==> config.mk <==
export PLATFORM = sky130hd
export DESIGN_NAME = decode_6466b
export DESIGN_NICKNAME = d
export VERILOG_FILES = /design/src/rtl/pcs_6466b_pkg.sv /design/src/rtl/decode_6466b_classify.sv /design/src/rtl/decode_6466b.sv
export SDC_FILE = /design/constraint.sdc
export NUM_CORES = 1
export LEC_CHECK = 0
export BUFFER_PORTS_ARGS = -buffer_cell sky130_fd_sc_hd__buf_4
export CORE_MARGIN = 4
export CORE_UTILIZATION = 55
export DETAILED_ROUTE_END_ITERATION = 8
export MAX_ROUTING_LAYER = met4
export PLACE_DENSITY = 0.8
export RECOVER_POWER = 50
export SYNTH_ARGS = -nofsm -noshare
export SYNTH_HDL_FRONTEND = slang
export SYNTH_HIERARCHICAL = 1
export SYNTH_SLANG_ARGS = --single-unit
==> constraint.sdc <==
create_clock -name i_rxc -period 4.9 [get_ports i_rxc]
set_input_delay 0.245 -clock i_rxc [delete_from_list [all_inputs] [get_ports i_rxc]]
set_output_delay 0.245 -clock i_rxc [all_outputs]
set_load 0.05 [all_outputs]
==> src/rtl/pcs_6466b_pkg.sv <==
// Shared 64b/66b PCS definitions: block types, XGMII characters,
// fixed output blocks and the receive state/class enums.
package pcs_6466b_pkg;

   // Sync headers
   localparam logic [1:0] HDR_DATA = 2'b01;
   localparam logic [1:0] HDR_CTRL = 2'b10;

   // Block type field values
   localparam logic [7:0] TYPE_CTL = 8'h1E;
   localparam logic [7:0] TYPE_OS  = 8'h4B;
   localparam logic [7:0] TYPE_S0  = 8'h78;
   localparam logic [7:0] TYPE_S4  = 8'h33;
   localparam logic [7:0] TYPE_T0  = 8'h87;
   localparam logic [7:0] TYPE_T1  = 8'h99;
   localparam logic [7:0] TYPE_T2  = 8'hAA;
   localparam logic [7:0] TYPE_T3  = 8'hB4;
   localparam logic [7:0] TYPE_T4  = 8'hCC;
   localparam logic [7:0] TYPE_T5  = 8'hD2;
   localparam logic [7:0] TYPE_T6  = 8'hE1;
   localparam logic [7:0] TYPE_T7  = 8'hFF;

   // XGMII characters
   localparam logic [7:0] IDLE  = 8'h07;
   localparam logic [7:0] START = 8'hFB;
   localparam logic [7:0] TERM  = 8'hFD;
   localparam logic [7:0] ERROR = 8'hFE;
   localparam logic [7:0] SEQ   = 8'h9C;

   // Fixed output blocks
   localparam logic [63:0] LF_BLOCK  = 64'h0100_009C_0100_009C;
   localparam logic [7:0]  LF_CTL    = 8'h11;
   localparam logic [63:0] ERR_BLOCK = 64'hFEFE_FEFE_FEFE_FEFE;
   localparam logic [7:0]  ERR_CTL   = 8'hFF;

   typedef enum logic [2:0] {
      RX_INIT,
      RX_C,
      RX_D,
      RX_T,
      RX_E
   } rx_state_t;

   typedef enum logic [2:0] {
      C,
      S,
      T,
      D,
      E
   } blk_class_t;

   // 7-bit line control code to XGMII char: only idle is recognised
   function automatic logic [7:0] ctl_char(input logic [6:0] c);
      return (c == 7'h00) ? IDLE : ERROR;
   endfunction

   // Terminate type to {is_term, data byte count}
   function automatic logic [3:0] term_k(input logic [7:0] t);
      logic [3:0] r;
      r = 4'b0000;
      case (t)
         TYPE_T0: r = {1'b1, 3'd0};
         TYPE_T1: r = {1'b1, 3'd1};
         TYPE_T2: r = {1'b1, 3'd2};
         TYPE_T3: r = {1'b1, 3'd3};
         TYPE_T4: r = {1'b1, 3'd4};
         TYPE_T5: r = {1'b1, 3'd5};
         TYPE_T6: r = {1'b1, 3'd6};
         TYPE_T7: r = {1'b1, 3'd7};
         default: r = 4'b0000;
      endcase
      return r;
   endfunction

endpackage

==> src/rtl/decode_6466b_classify.sv <==
// Combinational block classifier and per-type lane decoder for
// the 64b/66b receive path.
module decode_6466b_classify
   import pcs_6466b_pkg::*;
(
   input  logic [1:0]  i_rx_header,
   input  logic [63:0] i_rxd,
   output blk_class_t  o_class,
   output logic [63:0] o_rxd,
   output logic [7:0]  o_rxctl
);

   logic [7:0]  w_type;
   logic [63:0] w_shift;
   logic [3:0]  w_term;
   logic [6:0]  w_cc [8];

   assign w_type  = i_rxd[7:0];
   assign w_shift = i_rxd >> 8;
   assign w_term  = term_k(w_type);

   // Slice out the eight 7-bit control codes following the type byte
   always_comb begin
      for (int n = 0; n < 8; n++) begin
         w_cc[n] = i_rxd[8 + 7*n +: 7];
      end
   end

   // Classify the block and build its XGMII lanes
   always_comb begin
      o_class = E;
      o_rxd   = ERR_BLOCK;
      o_rxctl = ERR_CTL;
      if (i_rx_header == HDR_DATA) begin
         o_class = D;
         o_rxd   = i_rxd;
         o_rxctl = 8'h00;
      end else if (i_rx_header == HDR_CTRL) begin
         if (w_term[3]) begin
            o_class = T;
            o_rxctl = 8'hFF << w_term[2:0];
            for (int i = 0; i < 8; i++) begin
               if (i < int'(w_term[2:0]))
                  o_rxd[8*i +: 8] = w_shift[8*i +: 8];
               else if (i == int'(w_term[2:0]))
                  o_rxd[8*i +: 8] = TERM;
               else
                  o_rxd[8*i +: 8] = IDLE;
            end
         end else begin
            case (w_type)
               TYPE_CTL: begin
                  o_class = C;
                  o_rxctl = 8'hFF;
                  for (int n = 0; n < 8; n++) begin
                     o_rxd[8*n +: 8] = ctl_char(w_cc[n]);
                  end
               end
               TYPE_OS: begin
                  if (i_rxd[35:32] == 4'h0) begin
                     o_class = C;
                     o_rxd   = {{4{IDLE}}, i_rxd[31:8], SEQ};
                     o_rxctl = 8'hF1;
                  end
               end
               TYPE_S0: begin
                  o_class = S;
                  o_rxd   = {i_rxd[63:8], START};
                  o_rxctl = 8'h01;
               end
               TYPE_S4: begin
                  o_class = S;
                  o_rxd   = {i_rxd[63:40], START,
                             ctl_char(w_cc[3]),
                             ctl_char(w_cc[2]),
                             ctl_char(w_cc[1]),
                             ctl_char(w_cc[0])};
                  o_rxctl = 8'h1F;
               end
               default: ;
            endcase
         end
      end
   end

endmodule

==> src/rtl/decode_6466b.sv <==
// 64b/66b receive decoder: receive state machine, output registers
// and optional saturating error counter (DECODE_ERR_COUNT_EN).
module decode_6466b
   import pcs_6466b_pkg::*;
(
   input  logic        i_rxc,
   input  logic        i_reset,
   input  logic        i_block_lock,
   input  logic        i_rx_valid,
   input  logic [63:0] i_rxd,
   input  logic [1:0]  i_rx_header,
   output logic [63:0] o_rxd,
   output logic [7:0]  o_rxctl
`ifdef DECODE_ERR_COUNT_EN
   ,
   output logic [15:0] o_err_count
`endif
);

   rx_state_t   r_state;
   rx_state_t   w_state_nxt;
   blk_class_t  w_class;
   logic [63:0] w_dec_rxd;
   logic [7:0]  w_dec_rxctl;
   logic [63:0] w_rxd_nxt;
   logic [7:0]  w_rxctl_nxt;
   logic [63:0] r_rxd;
   logic [7:0]  r_rxctl;

   decode_6466b_classify u_classify (
      .i_rx_header (i_rx_header),
      .i_rxd       (i_rxd),
      .o_class     (w_class),
      .o_rxd       (w_dec_rxd),
      .o_rxctl     (w_dec_rxctl)
   );

   // State register
   always_ff @(posedge i_rxc) begin
      if (i_reset)
         r_state <= RX_INIT;
      else
         r_state <= w_state_nxt;
   end

   // Next state: lock loss wins, pause cycles hold
   always_comb begin
      w_state_nxt = r_state;
      if (!i_block_lock) begin
         w_state_nxt = RX_INIT;
      end else if (i_rx_valid) begin
         case (r_state)
            RX_INIT, RX_C, RX_T: begin
               case (w_class)
                  C:       w_state_nxt = RX_C;
                  S:       w_state_nxt = RX_D;
                  default: w_state_nxt = RX_E;
               endcase
            end
            RX_D: begin
               case (w_class)
                  D:       w_state_nxt = RX_D;
                  T:       w_state_nxt = RX_T;
                  default: w_state_nxt = RX_E;
               endcase
            end
            RX_E: begin
               case (w_class)
                  C:       w_state_nxt = RX_C;
                  S, D:    w_state_nxt = RX_D;
                  T:       w_state_nxt = RX_T;
                  default: w_state_nxt = RX_E;
               endcase
            end
            default: w_state_nxt = RX_INIT;
         endcase
      end
   end

   // Output select: LF on lock loss, error block on entry to RX_E
   always_comb begin
      w_rxd_nxt   = r_rxd;
      w_rxctl_nxt = r_rxctl;
      if (!i_block_lock) begin
         w_rxd_nxt   = LF_BLOCK;
         w_rxctl_nxt = LF_CTL;
      end else if (i_rx_valid) begin
         if (w_state_nxt == RX_E) begin
            w_rxd_nxt   = ERR_BLOCK;
            w_rxctl_nxt = ERR_CTL;
         end else begin
            w_rxd_nxt   = w_dec_rxd;
            w_rxctl_nxt = w_dec_rxctl;
         end
      end
   end

   // Output registers, reset to local fault
   always_ff @(posedge i_rxc) begin
      if (i_reset) begin
         r_rxd   <= LF_BLOCK;
         r_rxctl <= LF_CTL;
      end else begin
         r_rxd   <= w_rxd_nxt;
         r_rxctl <= w_rxctl_nxt;
      end
   end

   assign o_rxd   = r_rxd;
   assign o_rxctl = r_rxctl;

`ifdef DECODE_ERR_COUNT_EN
   logic        w_err;
   logic [15:0] r_err_count;

   assign w_err = i_block_lock & i_rx_valid & (w_state_nxt == RX_E);

   // Saturating count of emitted error blocks
   always_ff @(posedge i_rxc) begin
      if (i_reset)
         r_err_count <= 16'h0000;
      else if (w_err && r_err_count != 16'hFFFF)
         r_err_count <= r_err_count + 16'h0001;
   end

   assign o_err_count = r_err_count;
`endif

endmodule
==> run metrics, run 1 <==
Cell Pwr Density 257 nW/um^2; CTS resizes 0; clk buf depth 2; clock latency on the worst-skew pair 0.37 ns; Post-synth EDFFs 0; multi-input logic area 3160 sq um; DRT Pass-1 Iters 6; Final Hold Vio Count 0; synthesis-stage register bit count 75; Yosys cell types 70; vias post-DR 6,194; warnings from Yosys 6; Worst-Margin Slew 1.19 ns; crit path launch type primary input; maxcap violations 0; global route total overflow 0; Crit Path Category primary input to register; DR vias/cell 6.48; layout cells sized above 1 13.8%; site row count 35; dominant synthesized flop cell dfxtp_1; Worst Path Required 5.14 ns; routed wire length 19.4 mm; Max Fclk 275 MHz; Wirelength per Cell 20.3 um; Final period util 74.3%; Reg area 1500 sq um; Hold WC Path Type primary input to register; Synth area leader dfxtp_1; dpl ws 1.45 ns; Die H 106 um; Die X 106 um; CTS Sinks 75; Total Power 1.59 mW; RSZ-0062 raised after global routing false; leakage 2.56 nW; Mapped Area 5250 sq um; Syn-to-layout area delta 17.9%; H-tree lvl count 3; sequential cell area fraction in the yosys report 28.6%; CP arrival 3.88 ns; routability cong. 1.02; Max VDD drop 0.000183 V; filler cell count 864; Num CTS Buffers 9; final setup margin 1.26 ns; outcome completed; initial DRC count 833; largest net degree at the start of global routing 96; drt drc 0; GRT Overall Usage 34.7%; vias in the first global route 5,673; Final ANT Viol Nets 0; Setup Skew 0.0153 ns; port bufs 141; initial antenna violation count 0; global-route wire length before repair 30.5 mm; Sum Neg Setup Slack 0 ns; Final Util 66.6%; Placeable Area 9280 sq um; TritonCTS clock tree built; CP Capture Type register; HPWL after detailed placement 14.2 mm; cells taking the most area after synthesis dfxtp_1 (29%), a31oi_1 (8.2%), o21ai_0 (7.7%), inv_1 (4.8%), a21oi_1 (4.8%); Inserted Diodes 0; relative slew slack 20.5%; Die Area 11,200 sq um; Clk Tree Root Cell clkbuf_8; Mapped Cells 722; Starting Density 56.5%; clk slew on worst S/H paths 0.09 ns; top cells by count, synth o21ai_0 (81), dfxtp_1 (75), a31oi_1 (69); fraction of registers with async set/reset 0%; Setup violations, final 0; top cell type's share of synthesized area 28.6%; syn avg cell area 7.27 sq um; crit path time final 3.64 ns; Final Max Slew Viols 0; Post-CTS Setup Bufs 0; Worst Path Max Fanout 43; hold buffers post-CTS 0; hold slack 0.269 ns; Post-Synthesis Net Count 792; Nets 892; cell with the most instances after synthesis o21ai_0; I/O pins 142
cell usage in the layout, fill, tap and decap left out, types with 6 or more instances in the layout:
| cell | n |
|---|---|
| a41o_1 | 6 |
| a31oi_1 | 69 |
| nand2_1 | 48 |
| nor2_1 | 51 |
| nor3b_1 | 16 |
| clkbuf_8 | 10 |
| a21oi_1 | 50 |
| nor4_1 | 8 |
| nand2b_1 | 12 |
| o31ai_1 | 6 |
| buf_4 | 80 |
| nor4bb_1 | 11 |
| nor3_1 | 20 |
| inv_1 | 67 |
| clkbuf_1 | 73 |
| o21ai_0 | 81 |
| or4_1 | 7 |
| o22a_1 | 6 |
| a22oi_1 | 7 |
| nand3_1 | 10 |
| nor2b_1 | 14 |
| nand4_1 | 7 |
| dfxtp_1 | 75 |
| o21a_1 | 8 |
final timing paths:
kind,slack [ns],end,from,cells past startpoint
hold / removal,0.27,o_rxd[59],i_rxd[59],5
setup reg to reg,2.87,o_rxd[56],r_state[0],6
setup / recovery,1.26,o_rxd[56],i_rxd[3],11
hold reg to reg,0.52,o_rxd[4],o_rxd[4],2
stage by stage:
step / instance area (sq um) / instances
detailed placement: 6230 / 940
CTS: 6460 / 956
finish: 6190 / 956
floorplan: 5250 / 722
global placement: 6230 / 940
global route: 6190 / 956
routing by layer:
layer	part of all wire (%)	vias to the layer above	global-route usage [%]
met2	46	389	53.6
met5	0	-	-
met3	9.9	52	5.39
li1	-	2869	-
met1	42	2884	46.4
met4	2.6	0	11.6
critical path, cell delays in order:
cell	delay, ns
clkbuf_1	0.62
and4bb_2	0.32
o2111ai_1	0.37
nand4_1	0.44
nand2_1	0.39
nand2_1	0.16
xnor2_1	0.18
o21ai_1	0.21
nand4b_1	0.19
buf_4	0.31
a311o_1	0.41
layout make-up:
cell class	instances	area share, %
Inverter	67	4.06
Clock inverter	6	1.56
Timing Repair Buffer	153	14.1
Tap cell	129	2.61
Sequential cell	75	24.3
Multi-Input combinational cell	516	51.1
Clock buffer	10	2.22
where the power goes:
group / switching (mW) / internal (mW) / total [mW]
Clock: 0.262 / 0.307 / 0.569
Sequential: 0.0142 / 0.635 / 0.649
Combinational: 0.264 / 0.109 / 0.373
logic make-up (layout without fill, tap and decap cells):
group / Yosys count / after routing / share of synthesized area, %
AOI/OAI and AO/OA: 286 / 286 / 35.5
xor gates and xnor gates: 2 / 2 / 0.334
buffers and inverters: 131 / 236 / 11.1
DFF: 75 / 75 / 28.6
muxes: 1 / 1 / 0.191
and+or+nand+nor: 227 / 227 / 24.2
flip-flops by register name (all words and copies together), names as in the netlist:
register	count
r_state	3
o_rxctl	8
o_rxd	64
(Power assumes the default switching activity.)
==> inputs of run 2 (changes only) <==
Settings changed: CORE_UTILIZATION 55 to 48, PLACE_DENSITY 0.8 to 0.74.
Clock period 4.9 ns to 3.25 ns, I/O delays scaled along.
==> run metrics, run 2 (same netlist as run 1, synthesis figures left out) <==
routability cong. 0.955 (-6.6%); Max VDD drop 0.000214 V (+17%); Setup violations, final 0 (unchanged); initial antenna violation count 0 (unchanged); layout cells sized above 1 14.9% (+1.1 points); CTS Sinks 75 (unchanged); CP max-delay cell a311o_1; Seq pwr share 42.9% (+2.1 points); Clock Power Share 32.0% (-3.8 points); Worst-Margin Slew 1.23 ns (+0.0359 ns); GRT Overall Usage 32.1% (-2.6 points); most frequent cells in the layout buf_4 (90), o21ai_0 (81), dfxtp_1 (75); Reg area 1500 sq um (unchanged); dpl ws 0.227 ns (-1.22 ns); CP max stage delay 0.37 ns (-0.25 ns); Sum Neg Setup Slack 0 ns (unchanged); Nets 902 (+1.1%); clock latency on the worst-skew pair 0.37 ns (about the same); crit path time final 2.70 ns; CP Cell Sequence buf_4 > and4bb_2 > o2111ai_1 > nand4_1 > o21a_1 > nor2_1 > nor2_1 > nand4_1 > nand3_1 > nand4b_1 > buf_12 > a311o_1; largest net degree at the start of global routing 93 (-3.1%); crit path launch type primary input; Inserted Diodes 0 (unchanged); CP arrival 2.95 ns (-0.93 ns); filler cell count 1,035 (+20%); most common cell after layout, fill and taps aside buf_4; Worst Path Required 3.50 ns (-1.64 ns); I/O pins 142 (unchanged); CTS resizes 0 (unchanged); Hold WC Path Type primary input to register; DRT Pass-1 Iters 6 (unchanged); CP Capture Type register; Syn-to-layout area delta 19.1%; hold slack 0.182 ns (-0.0876 ns); Num CTS Buffers 9 (unchanged); vias post-DR 6,257 (+1.0%); clk slew on worst S/H paths 0.09 ns (about the same); routed wire length 20.5 mm (+5.4%); initial DRC count 858 (+3.0%); global-route wire length before repair 31.9 mm (+4.3%); Switching Fraction 37.5% (+3.6 points); global route total overflow 0 (unchanged); hold buffers post-CTS 0 (unchanged); leakage 2.60 nW (+1.7%); max FFs per register 64 (unchanged); multi-input logic area 3170 sq um (+0.16%); P_sw 0.854 mW (+58%); Cell Pwr Density 364 nW/um^2 (+42%); vias in the first global route 5,845 (+3.0%); Wirelength per Cell 21.0 um (+3.5%); Die H 113 um (+6.5%); Final ANT Viol Nets 0 (unchanged); outcome completed; Die X 113 um (+6.5%); DR vias/cell 6.43 (-0.75%); Final Hold Vio Count 0 (unchanged); Crit Path Category primary input to register; site row count 37 (+5.7%); relative slew slack 18.1% (-2.4 points); port bufs 141 (unchanged); RSZ-0062 raised after global routing false; HPWL after detailed placement 15.2 mm (+6.8%); Logic pwr share 25.1% (+1.7 points); clk buf depth 2 (unchanged); maxcap violations 0 (unchanged); Clk Tree Root Cell clkbuf_8; Die Area 12,700 sq um (+13%); Starting Density 50.2% (-6.4 points); H-tree lvl count 3 (unchanged); Max Fclk 370 MHz; drt drc 0 (unchanged); Final Max Slew Viols 0 (unchanged); Worst Path Max Fanout 60 (+40%); TritonCTS clock tree built; Setup Skew 0.00786 ns (-0.00744 ns); Final period util 83.1%; final setup margin 0.550 ns (-0.709 ns); Post-CTS Setup Bufs 0 (unchanged); Internal Pwr Total 1.42 mW (+35%); Placeable Area 10,500 sq um (+13%)
-- run 2: cell count changes in the layout (fill, tap and decap cells not counted) --
cell       change
buf_12         +1
buf_4         +10
bufinv_16      -2
clkbuf_1       -1
clkbuf_8       -1
clkinv_4       +1
clkinv_8       +1
inv_6          +1
nor2b_2        -1
nor2b_4        +1
-- run 2: power groups by stage --
stage               combinational (mW)  clock (mW)  sequential, mW
floorplan                        0.248           0            1.13
global placement                 0.588           0           0.997
detailed placement               0.593           0           0.999
CTS                              0.595       0.738           0.978
global route                     0.610       0.779           0.983
finish                           0.571       0.729           0.978
-- run 2: area by class of cell --
cell class / count / area share, %
Multi-Input combinational cell: 516 / 50.7
Sequential cell: 75 / 24.0
Timing Repair Buffer: 163 / 15.4
Inverter: 67 / 4.02
Tap cell: 136 / 2.72
Clock buffer: 9 / 1.98
Clock inverter: 7 / 1.12
-- run 2: stage by stage --
step / cell area (sq um) / instances / utilization (%) / power (mW)
CTS: 6520 / 973 / 62.3 / 2.31
global placement: 6330 / 957 / 60.5 / 1.58
finish: 6250 / 973 / 59.8 / 2.28
global route: 6250 / 973 / 59.8 / 2.37
detailed placement: 6330 / 957 / 60.5 / 1.59
floorplan: 5250 / 722 / - / 1.37
-- run 2: worst paths after layout --
| path | startpoint | endpoint | slack (ns) | cells past startpoint |
|---|---|---|---|---|
| worst max-delay path | i_rxd[3] | o_rxd[24] | 0.55 | 12 |
| worst min-delay path | i_rxd[30] | o_rxd[30] | 0.18 | 5 |
| worst min register to register | o_rxd[4] | o_rxd[4] | 0.52 | 2 |
| worst max register to register | r_state[0] | o_rxd[24] | 1.29 | 6 |
-- run 2: per-layer routing --
metal  GRT usage [%]  part of all wire, %
met4            8.57                  2.5
met2            49.2                   46
met5               -                    0
met1            43.3                   43
met3            6.04                  9.1
-- run 2: critical path: cells and delay by family --
family,cells,cell delay (ns)
AO/OA/AOI/OAI,3,1.01
buffers and inverters,2,0.45
AND/OR/NAND/NOR,7,1.28
